<file path="src/rtl/mem_pkg.sv">
// Shared codes for the MEM stage: funct3 access sizes, ResultSrc selects and FSM states.
package mem_pkg;

  localparam logic [2:0] F3_LB  = 3'b000;
  localparam logic [2:0] F3_LH  = 3'b001;
  localparam logic [2:0] F3_LW  = 3'b010;
  localparam logic [2:0] F3_LBU = 3'b100;
  localparam logic [2:0] F3_LHU = 3'b101;

  localparam logic [2:0] F3_SB = 3'b000;
  localparam logic [2:0] F3_SH = 3'b001;
  localparam logic [2:0] F3_SW = 3'b010;

  localparam logic [1:0] RES_ALU  = 2'b00;
  localparam logic [1:0] RES_LOAD = 2'b01;
  localparam logic [1:0] RES_PC4  = 2'b10;

  typedef enum logic [0:0] {
    ST_IDLE = 1'b0,
    ST_WAIT = 1'b1
  } mem_state_e;

endpackage

</file>
<file path="src/rtl/mem_lane_fmt.sv">
// Byte-lane formatter: store byte enables/replicated data and load lane select with extension.
module mem_lane_fmt
  import mem_pkg::*;
(
  input  logic [2:0]  funct3_i,
  input  logic [1:0]  off_i,
  input  logic [31:0] st_data_i,
  input  logic [31:0] rdata_i,
  output logic [3:0]  st_be_o,
  output logic [31:0] st_wdata_o,
  output logic [31:0] ld_data_o
);

  logic [7:0]  ld_byte;
  logic [15:0] ld_half;

  always_comb begin
    st_be_o    = 4'b1111;
    st_wdata_o = st_data_i;
    unique case (funct3_i)
      F3_SB: begin
        st_be_o    = 4'b0001 << off_i;
        st_wdata_o = {4{st_data_i[7:0]}};
      end
      F3_SH: begin
        // Halfword lane is chosen by off[1] only; off[0] is ignored.
        st_be_o    = 4'b0011 << {off_i[1], 1'b0};
        st_wdata_o = {2{st_data_i[15:0]}};
      end
      default: ;
    endcase
  end

  always_comb begin
    ld_byte = rdata_i[7:0];
    unique case (off_i)
      2'd0: ld_byte = rdata_i[7:0];
      2'd1: ld_byte = rdata_i[15:8];
      2'd2: ld_byte = rdata_i[23:16];
      2'd3: ld_byte = rdata_i[31:24];
      default: ;
    endcase
    ld_half = off_i[1] ? rdata_i[31:16] : rdata_i[15:0];

    ld_data_o = rdata_i;
    unique case (funct3_i)
      F3_LB:   ld_data_o = {{24{ld_byte[7]}}, ld_byte};
      F3_LH:   ld_data_o = {{16{ld_half[15]}}, ld_half};
      F3_LBU:  ld_data_o = {24'h0, ld_byte};
      F3_LHU:  ld_data_o = {16'h0, ld_half};
      default: ;
    endcase
  end

endmodule

</file>
<file path="src/rtl/mem_stage_hs.sv">
// MEM stage with req/ready data-memory handshake, stall, flush, timeout and MEM/WB register.
// Optional MEM_MISALIGN_CHECK_EN: misaligned half/word accesses are dropped and flagged.
module mem_stage_hs
  import mem_pkg::*;
#(
  parameter int unsigned REG_ADDR_W  = 5,
  parameter int unsigned RES_SRC_W   = 2,
  parameter int unsigned ADDR_W      = 32,
  parameter int unsigned TIMEOUT_CYC = 16
) (
  input  logic                  clk,
  input  logic                  rst,
  input  logic                  valid_m,
  input  logic                  reg_write_m,
  input  logic [RES_SRC_W-1:0]  result_src_m,
  input  logic                  mem_read_m,
  input  logic                  mem_write_m,
  input  logic [2:0]            funct3_m,
  input  logic [31:0]           alu_result_m,
  input  logic [31:0]           write_data_m,
  input  logic [REG_ADDR_W-1:0] rd_m,
  input  logic [31:0]           pc_plus4_m,
  input  logic                  flush_w,
  output logic                  dmem_req,
  output logic                  dmem_we,
  output logic [ADDR_W-1:0]     dmem_addr,
  output logic [31:0]           dmem_wdata,
  output logic [3:0]            dmem_be,
  input  logic                  dmem_ready,
  input  logic [31:0]           dmem_rdata,
  output logic                  stall_m,
  output logic                  valid_w,
  output logic                  reg_write_w,
  output logic [RES_SRC_W-1:0]  result_src_w,
  output logic [31:0]           alu_result_w,
  output logic [31:0]           read_data_w,
  output logic [31:0]           pc_plus4_w,
  output logic [REG_ADDR_W-1:0] rd_w,
`ifdef MEM_MISALIGN_CHECK_EN
  output logic                  misalign_w,
`endif
  output logic                  bus_err_w
);

  localparam int unsigned CntMax = (TIMEOUT_CYC > 0) ? TIMEOUT_CYC : 1;
  localparam int unsigned CntW   = $clog2(CntMax + 1);

  mem_state_e            state_q, state_d;
  logic [CntW-1:0]       cnt_q, cnt_d;

  logic [31:0]           h_alu_q, h_alu_d, h_wdata_q, h_wdata_d, h_pc4_q, h_pc4_d;
  logic [3:0]            h_be_q, h_be_d;
  logic                  h_we_q, h_we_d, h_read_q, h_read_d, h_rw_q, h_rw_d;
  logic [2:0]            h_f3_q, h_f3_d;
  logic [RES_SRC_W-1:0]  h_res_q, h_res_d;
  logic [REG_ADDR_W-1:0] h_rd_q, h_rd_d;

  logic                  valid_d, reg_write_d, bus_err_d;
  logic [RES_SRC_W-1:0]  result_src_d;
  logic [31:0]           alu_result_d, read_data_d, pc_plus4_d;
  logic [REG_ADDR_W-1:0] rd_d;

  logic                  acc, misalign, timeout, in_wait;
  logic [2:0]            fmt_f3;
  logic [1:0]            fmt_off;
  logic [3:0]            st_be;
  logic [31:0]           st_wdata, ld_data;

  assign acc     = valid_m & (mem_read_m | mem_write_m);
  assign in_wait = (state_q == ST_WAIT);

`ifdef MEM_MISALIGN_CHECK_EN
  logic misalign_q, misalign_d;
  assign misalign = acc & (((funct3_m[1:0] == 2'b01) & alu_result_m[0]) |
                           (funct3_m[1] & (|alu_result_m[1:0])));
  assign misalign_w = misalign_q;
`else
  assign misalign = 1'b0;
`endif

  assign timeout = (TIMEOUT_CYC != 0) && in_wait && !dmem_ready &&
                   (cnt_q == CntW'(TIMEOUT_CYC));

  // In WAIT the formatter sees the held access so the returning word is decoded correctly.
  assign fmt_f3  = in_wait ? h_f3_q : funct3_m;
  assign fmt_off = in_wait ? h_alu_q[1:0] : alu_result_m[1:0];

  mem_lane_fmt u_fmt (
    .funct3_i  (fmt_f3),
    .off_i     (fmt_off),
    .st_data_i (write_data_m),
    .rdata_i   (dmem_rdata),
    .st_be_o   (st_be),
    .st_wdata_o(st_wdata),
    .ld_data_o (ld_data)
  );

  always_comb begin
    if (in_wait) begin
      dmem_req   = 1'b1;
      dmem_we    = h_we_q;
      dmem_addr  = {h_alu_q[ADDR_W-1:2], 2'b00};
      dmem_wdata = h_wdata_q;
      dmem_be    = h_be_q;
    end else begin
      dmem_req   = acc & ~misalign;
      dmem_we    = mem_write_m;
      dmem_addr  = {alu_result_m[ADDR_W-1:2], 2'b00};
      dmem_wdata = st_wdata;
      dmem_be    = mem_write_m ? st_be : 4'b1111;
    end
    // Request must fall as soon as reset is asserted, even with an access on the M inputs.
    dmem_req = dmem_req & rst;
  end

  always_comb begin
    state_d      = state_q;
    cnt_d        = cnt_q;
    h_alu_d      = h_alu_q;
    h_wdata_d    = h_wdata_q;
    h_pc4_d      = h_pc4_q;
    h_be_d       = h_be_q;
    h_we_d       = h_we_q;
    h_read_d     = h_read_q;
    h_rw_d       = h_rw_q;
    h_f3_d       = h_f3_q;
    h_res_d      = h_res_q;
    h_rd_d       = h_rd_q;
    valid_d      = 1'b0;
    reg_write_d  = 1'b0;
    bus_err_d    = 1'b0;
    result_src_d = result_src_w;
    alu_result_d = alu_result_w;
    read_data_d  = read_data_w;
    pc_plus4_d   = pc_plus4_w;
    rd_d         = rd_w;
    stall_m      = 1'b0;
`ifdef MEM_MISALIGN_CHECK_EN
    misalign_d   = 1'b0;
`endif

    unique case (state_q)
      ST_IDLE: begin
        if (acc && !misalign && !dmem_ready) begin
          stall_m   = 1'b1;
          state_d   = ST_WAIT;
          cnt_d     = CntW'(1);
          h_alu_d   = alu_result_m;
          h_wdata_d = dmem_wdata;
          h_be_d    = dmem_be;
          h_we_d    = mem_write_m;
          h_read_d  = mem_read_m;
          h_rw_d    = reg_write_m;
          h_f3_d    = funct3_m;
          h_res_d   = result_src_m;
          h_rd_d    = rd_m;
          h_pc4_d   = pc_plus4_m;
        end else begin
          valid_d      = valid_m;
          reg_write_d  = reg_write_m & ~misalign;
          result_src_d = result_src_m;
          alu_result_d = alu_result_m;
          pc_plus4_d   = pc_plus4_m;
          rd_d         = rd_m;
`ifdef MEM_MISALIGN_CHECK_EN
          misalign_d   = misalign;
`endif
          if (acc && !misalign && mem_read_m) read_data_d = ld_data;
        end
      end
      ST_WAIT: begin
        if (dmem_ready || timeout) begin
          state_d      = ST_IDLE;
          cnt_d        = '0;
          valid_d      = 1'b1;
          reg_write_d  = h_rw_q & dmem_ready;
          bus_err_d    = ~dmem_ready;
          result_src_d = h_res_q;
          alu_result_d = h_alu_q;
          pc_plus4_d   = h_pc4_q;
          rd_d         = h_rd_q;
          if (dmem_ready && h_read_q) read_data_d = ld_data;
        end else begin
          stall_m = 1'b1;
          if (cnt_q != CntW'(CntMax)) cnt_d = cnt_q + CntW'(1);
        end
      end
      default: state_d = ST_IDLE;
    endcase

    // A flush squashes the W entry but leaves the bus transaction and hold regs alone.
    if (flush_w) begin
      valid_d      = 1'b0;
      reg_write_d  = 1'b0;
      bus_err_d    = 1'b0;
      result_src_d = result_src_w;
      alu_result_d = alu_result_w;
      read_data_d  = read_data_w;
      pc_plus4_d   = pc_plus4_w;
      rd_d         = rd_w;
`ifdef MEM_MISALIGN_CHECK_EN
      misalign_d   = 1'b0;
`endif
    end
  end

  always_ff @(posedge clk or negedge rst) begin
    if (!rst) begin
      state_q      <= ST_IDLE;
      cnt_q        <= '0;
      h_alu_q      <= '0;
      h_wdata_q    <= '0;
      h_pc4_q      <= '0;
      h_be_q       <= '0;
      h_we_q       <= 1'b0;
      h_read_q     <= 1'b0;
      h_rw_q       <= 1'b0;
      h_f3_q       <= '0;
      h_res_q      <= '0;
      h_rd_q       <= '0;
      valid_w      <= 1'b0;
      reg_write_w  <= 1'b0;
      bus_err_w    <= 1'b0;
      result_src_w <= '0;
      alu_result_w <= '0;
      read_data_w  <= '0;
      pc_plus4_w   <= '0;
      rd_w         <= '0;
    end else begin
      state_q      <= state_d;
      cnt_q        <= cnt_d;
      h_alu_q      <= h_alu_d;
      h_wdata_q    <= h_wdata_d;
      h_pc4_q      <= h_pc4_d;
      h_be_q       <= h_be_d;
      h_we_q       <= h_we_d;
      h_read_q     <= h_read_d;
      h_rw_q       <= h_rw_d;
      h_f3_q       <= h_f3_d;
      h_res_q      <= h_res_d;
      h_rd_q       <= h_rd_d;
      valid_w      <= valid_d;
      reg_write_w  <= reg_write_d;
      bus_err_w    <= bus_err_d;
      result_src_w <= result_src_d;
      alu_result_w <= alu_result_d;
      read_data_w  <= read_data_d;
      pc_plus4_w   <= pc_plus4_d;
      rd_w         <= rd_d;
    end
  end

`ifdef MEM_MISALIGN_CHECK_EN
  always_ff @(posedge clk or negedge rst) begin
    if (!rst) misalign_q <= 1'b0;
    else      misalign_q <= misalign_d;
  end
`endif

endmodule

</file>
<file path="config.mk">
export PLATFORM = sky130hd
export DESIGN_NAME = mem_stage_hs
export DESIGN_NICKNAME = d
export VERILOG_FILES = /design/src/rtl/mem_pkg.sv /design/src/rtl/mem_lane_fmt.sv /design/src/rtl/mem_stage_hs.sv
export SDC_FILE = /design/constraint.sdc
export NUM_CORES = 1
export LEC_CHECK = 0
export BUFFER_PORTS_ARGS = -buffer_cell sky130_fd_sc_hd__buf_4
export CORE_MARGIN = 2
export CORE_UTILIZATION = 45
export DETAILED_ROUTE_END_ITERATION = 10
export PLACE_DENSITY = 0.71
export SLEW_MARGIN = 10
export SYNTH_ARGS = -nofsm -noshare
export SYNTH_HDL_FRONTEND = slang
export SYNTH_HIERARCHICAL = 1
export SYNTH_SLANG_ARGS = --single-unit
</file>
<file path="constraint.sdc">
create_clock -name clk -period 4.2 [get_ports clk]
set_clock_uncertainty 0.15 [all_clocks]
set_input_delay 0.42 -clock clk [delete_from_list [all_inputs] [get_ports clk]]
set_output_delay 0.42 -clock clk [all_outputs]
set_load 0.02 [all_outputs]
</file>
# Word level (Yosys, flattened, before mapping)
# Index checks and enable logic that the tools add are counted.
# W data, S select, Z words.
dict set report op_classes {
  n_addsub 1
  n_eq_ne 14
  n_shift 2
  muxes 48
  bitwise 7
  reduce_logical 13
}
# op count
set ops {}
lappend ops {{$mux W32} 10}
lappend ops {{$pmux W32 S2} 4}
lappend ops {{$pmux W32 S4} 1}
lappend ops {{$pmux W8 S4} 1}
lappend ops {{$mux W5} 5}
lappend ops {{$pmux W5 S2} 2}
lappend ops {{$mux W16} 1}
lappend ops {{$mux W1} 13}
lappend ops {{$mux W4} 2}
lappend ops {{$pmux W4 S2} 1}
lappend ops {{$eq A3 B3 Y1 const B} 2}
lappend ops {{$mux W2} 3}
lappend ops {{$ne A2 B2 Y1 const B} 3}
lappend ops {{$pmux W1 S2} 3}
lappend ops {{$add A5 B1 Y5 const B} 1}
lappend ops {{$eq A5 B5 Y1 const B} 1}
lappend ops {{$logic_and A1 B1 Y1} 5}
lappend ops {{$ne A5 B5 Y1 const B} 1}
lappend ops {{$reduce_and A5 Y1} 1}
lappend ops {{$eq A2 B2 Y1 const B} 2}
lappend ops {{$ne A2 B1 Y1 const B} 2}
lappend ops {{$pmux W2 S2} 1}
lappend ops {{$reduce_and A2 Y1} 2}
lappend ops {{$shl A1 B2 Y4 const A} 1}
lappend ops {{other kinds (13)} 17}
dict set report word_totals {
  register_bits 225
  inputBits 146
  out_inout_bits 177
  wordCells 105
}

# Logic depth before layout (Yosys ltp)
dict set report depth {
  word_depth 7
  ltp_mapped 11
}

# Cells and area by module
# The synthesis kept the hierarchy.
# module instances cells_each area_per_inst_um2 seq_area_each_um2
set by_module_without_submodules {}
lappend by_module_without_submodules {mem_stage_hs 1 692 9919.5 5630.4}
lappend by_module_without_submodules {mem_lane_fmt 1 180 1161.1 0.0}

# Least setup slack after synthesis
# No wires, ideal clock.
dict set report synth_path {
  kind {register to output}
  start {register state_q (netlist: in_wait)}
  end {output port dmem_wdata[10]}
  arrival_time_ps 2610
  t_required_ps 3630
  setup_slack_ps 1020
  path_stages_with_launch 9
  path_cell_list {dfrtp_1 buf_2 buf_2 buf_1 mux2_2 or2_1 nor2_2 mux2_2 mux2_2}
}
dict set report synth_via {
  elab_chain_len 4
  word_cells_on_any_way 5
  cone_classes {eq/ne (1); mux (3); reduce/logical (1)}
}
# item line
set synth_rtl {}
lappend synth_rtl {{from (decl)} mem_stage_hs.sv:48} ;# mem_state_e state_q, state_d;
lappend synth_rtl {{from (signal assigned)} mem_stage_hs.sv:230} ;# state_q <= state_d;
lappend synth_rtl {{$mux W3 *} mem_stage_hs.sv:85} ;# assign fmt_f3 = in_wait ? h_f3_q : funct3_m;
lappend synth_rtl {{via fmt_f3[1]} mem_stage_hs.sv:64} ;# logic [2:0] fmt_f3;
lappend synth_rtl {{$eq A3 B1 Y1 or $logic_not A3 Y1 (tied branches)} mem_lane_fmt.sv:20} ;# unique case (funct3_i)
lappend synth_rtl {{$pmux W32 S2 *} mem_lane_fmt.sv:20}
lappend synth_rtl {{via st_wdata[10]} mem_stage_hs.sv:67} ;# logic [31:0] st_wdata, ld_data;
lappend synth_rtl {{$mux W32 *} mem_stage_hs.sv:99} ;# if (in_wait) begin
lappend synth_rtl {{to (decl)} mem_stage_hs.sv:27} ;# output logic [31:0] dmem_wdata,
# Mark *: on every way through the listed nets, which the timed path passes. The rest lies on a longest branch.

# Worst setup path in the final report
dict set report layout_path {
  start {input port funct3_m[1]}
  end {output port dmem_wdata[12]}
}
dict set report layout_via {
  elab_chain_len 4
  word_cells_on_any_way 5
  cone_classes {eq/ne (1); mux (3); reduce/logical (1)}
}
# item line
set layout_rtl {}
lappend layout_rtl {{from (decl)} mem_stage_hs.sv:18} ;# input logic [2:0] funct3_m,
lappend layout_rtl {{$mux W3 *} mem_stage_hs.sv:85}
lappend layout_rtl {{via fmt_f3[1]} mem_stage_hs.sv:64}
lappend layout_rtl {{$eq A3 B1 Y1 or $logic_not A3 Y1 (tied branches)} mem_lane_fmt.sv:20}
lappend layout_rtl {{$pmux W32 S2 *} mem_lane_fmt.sv:20}
lappend layout_rtl {{via st_wdata[12]} mem_stage_hs.sv:67}
lappend layout_rtl {{$mux W32 *} mem_stage_hs.sv:99}
# Marks and branches as above.

==> results.cfg <==
[logic_synthesis]
yosysSeqAreaShare_pct = 50.8
yosys_warnings = 6
synth-main-ff-cell = dfrtp_1
synthTopCellsByArea = dfrtp_1 (51%), mux2_2 (23%), mux2i_1 (5.0%)
yosysMostFrequentCell = mux2_2
async_reset_ff_share_pct = 100
syn_area_um2 = 11100
synth_top_area_share_pct = 50.8
ys_seq_elements = 225
synth_top_cell_by_area = dfrtp_1
synth.distinct_cells = 50
synth_common_cells = mux2_2 (226), dfrtp_1 (225), o21ai_0 (85)
syn_inst = 872
synth_edf_count = 0
synth.avg_cell_area_um2 = 12.7

[setup_path]
crit_chain = dlygate4sd3_1, buf_4, mux2_2, or2_1, nor2_2, mux2_2, mux2_2, buf_4
crit_top_cell = mux2_2
cp-start-kind = input pin
crit_required_ns = 3.63
r2r_end = alu_result_w[7]
reg2reg_from = in_wait
regToRegSetupSlack_ns = 1.05
critical_path_class = in -> out
critPathCaptureType = output pin
crit_slowest_cell = nor2_2
critical-path-max-stage-delay_ns = 0.66
r2r_cells = 6
arrival_ns = 3.36
worstPathMaxFanout = 12

[drt]
ant_nets = 0
routedWlPerCell_um = 18.7
drtIter0Drc = 468
dr.pass1.iters = 5
num_vias = 8288
wirelength_um = 29600
viasPerCell = 5.23
drc = 0

[floorplan]
std_cell_rows = 57
io_pins = 323
dieArea_um2 = 25900
start_util_pct = 45.7
die_h_um = 161
core_area_um2 = 24200
dieWidth_um = 161

[sta]
relSlewSlack_pct = 37.7
setup_tns_ns = 0
holdWs_ns = 0.0280
slew_violations = 0
fin_crit_ns = 3.93
setup_viol = 0
rsz0062_at_grt = false
fin_crit_sh_pct = 93.5
worst_slack_ns = 0.272
final_hold_viol_count = 0
worst_pin_slew_ns = 0.934
fmax_ghz = 0.255

[cts]
cts_tree = yes
cts_setup_buffers = 0
cts_buffers = 27
clk_latency_ns = 0.53
clock_sinks = 225
clock_path_buffers = 3
clockRootBuffer = clkbuf_16
htreeDepth = 1
clk_pin_slew_ns = 0.05

[grt]
grt_first_pass_wirelength_um = 46400
antenna_found_initial = 1
grt_pass1_vias = 8514
grtUsageTotal_pct = 22.1
grt-ovfl-total = 0
grt_max_degree = 147

[power_and_ir_drop]
leakage_nw = 7.01
vdd_drop_max_mv = 0.302
pwr_density_cell_nw_per_um2 = 534
total_power_mw = 8.15

[min_path]
hold_start = write_data_m[0]
hold_class = in -> reg
hold_depth = 2
holdPathEnd = h_wdata_q[0]

[placement]
io_buffers = 320
dp_hpwl_um = 19400
finalWeightedCongestion = 0.797
dp_cells = 1458
place_ws_ns = 0.884
placed_area_um2 = 13600

[layout]
finish.utilization_pct = 62.9
final_nets = 1390
syn_to_final_growth_pct = 37.7
fill_cells = 1914
design_area_um2 = 15300
stdcell_count = 1584
drive_above_1_share_pct = 51.3

[run_status]
run_status = finished clean

[run]
drv_cap = 0
-- kinds of logic (layout without fill, tap and decap cells) --
family                     Yosys count  in the layout  synth area share (%)
DFF                                225            225                  50.8
buffers and inverters               80            466                  4.36
xor gates and xnor gates             2              2                 0.158
muxes                              314            314                  32.3
AOI/OAI and AO/OA                  140            140                  7.46
and+or+nand+nor                    108            108                  4.61
adders and majority gates            2              2                 0.226
other                                1              3                0.0338
-- metal layers --
metal	GRT usage [%]	vias up	share of wire (%)	routed length [um]
met1	30.4	4117	45	13200
met3	3.49	55	5.5	1630
met4	7.14	0	2.9	860
li1	-	3847	-	-
met2	36.1	269	47	13900
met5	0	-	0	0
-- timing repair --
item                                    in CTS  in global routing
hold endpoints to repair                   159                  0
hold buffers                                79                  0
endpoints found under the setup margin       0                  0
gates resized for setup                      0                  0
-- cell usage in the layout (no fill, tap or decap), drive strengths merged, types with 2 or more instances in the layout --
cell / n
a21oi: 18
a22o: 4
a22oi: 3
a31oi: 9
buf: 333
bufinv: 3
clkbuf: 39
clkinv: 3
conb: 2
dfrtp: 225
dlygate4sd3: 79
ha: 2
inv: 9
mux2: 259
mux2i: 55
nand2: 48
nand2b: 4
nand3: 7
nor2: 25
nor2b: 9
nor3: 6
o2111ai: 6
o21ai: 93
o21bai: 2
or2: 4
xnor2: 2
-- how the worst max path moves through the flow --
stage	start	endpoint	slack [ns]	cells after the start
detailed placement	funct3_m[2]	dmem_wdata[8]	0.88	7
global placement	funct3_m[1]	dmem_wdata[8]	0.94	7
global route	funct3_m[1]	dmem_wdata[8]	0.21	8
floorplan	in_wait	dmem_wdata[10]	1.02	8
finish	funct3_m[1]	dmem_wdata[12]	0.27	8
CTS	funct3_m[1]	dmem_wdata[8]	0.32	8
-- final cells by class --
class,count,area (um^2),area share (%)
multi-input combinational,568,4980,32.6
timing repair buffer,412,3310,21.7
sequential,225,5630,36.9
clock buffer,39,781,5.12
antenna,1,2.50,0.0164
clock inverter,7,114,0.746
inverter,8,30.0,0.197
tap,324,405,2.66
-- flip-flops by register name (all words and copies together), names as in the netlist, 2 cells and up --
name and cells:
cnt_q 5, h_rd_q 5, result_src_w 2, pc_plus4_w 32, rd_w 5, h_pc4_q 32
h_f3_q 3, h_wdata_q 32, h_alu_q 32, read_data_w 32, h_res_q 2, h_be_q 4
alu_result_w 32
-- where the power goes --
group / total [mW] / switching (mW) / internal (mW)
clock: 2.35 / 0.891 / 1.46
combinational: 2.74 / 1.37 / 1.37
sequential: 3.06 / 0.307 / 2.75
-- worst max-delay path: cells and delay by family --
| kind | cells | cell delay, ns |
|---|---|---|
| AND/OR/NAND/NOR | 2 | 1.14 |
| multiplexers | 3 | 0.95 |
| buffers and inverters | 3 | 0.85 |
No activity file was read; power rests on OpenSTA's default activity.
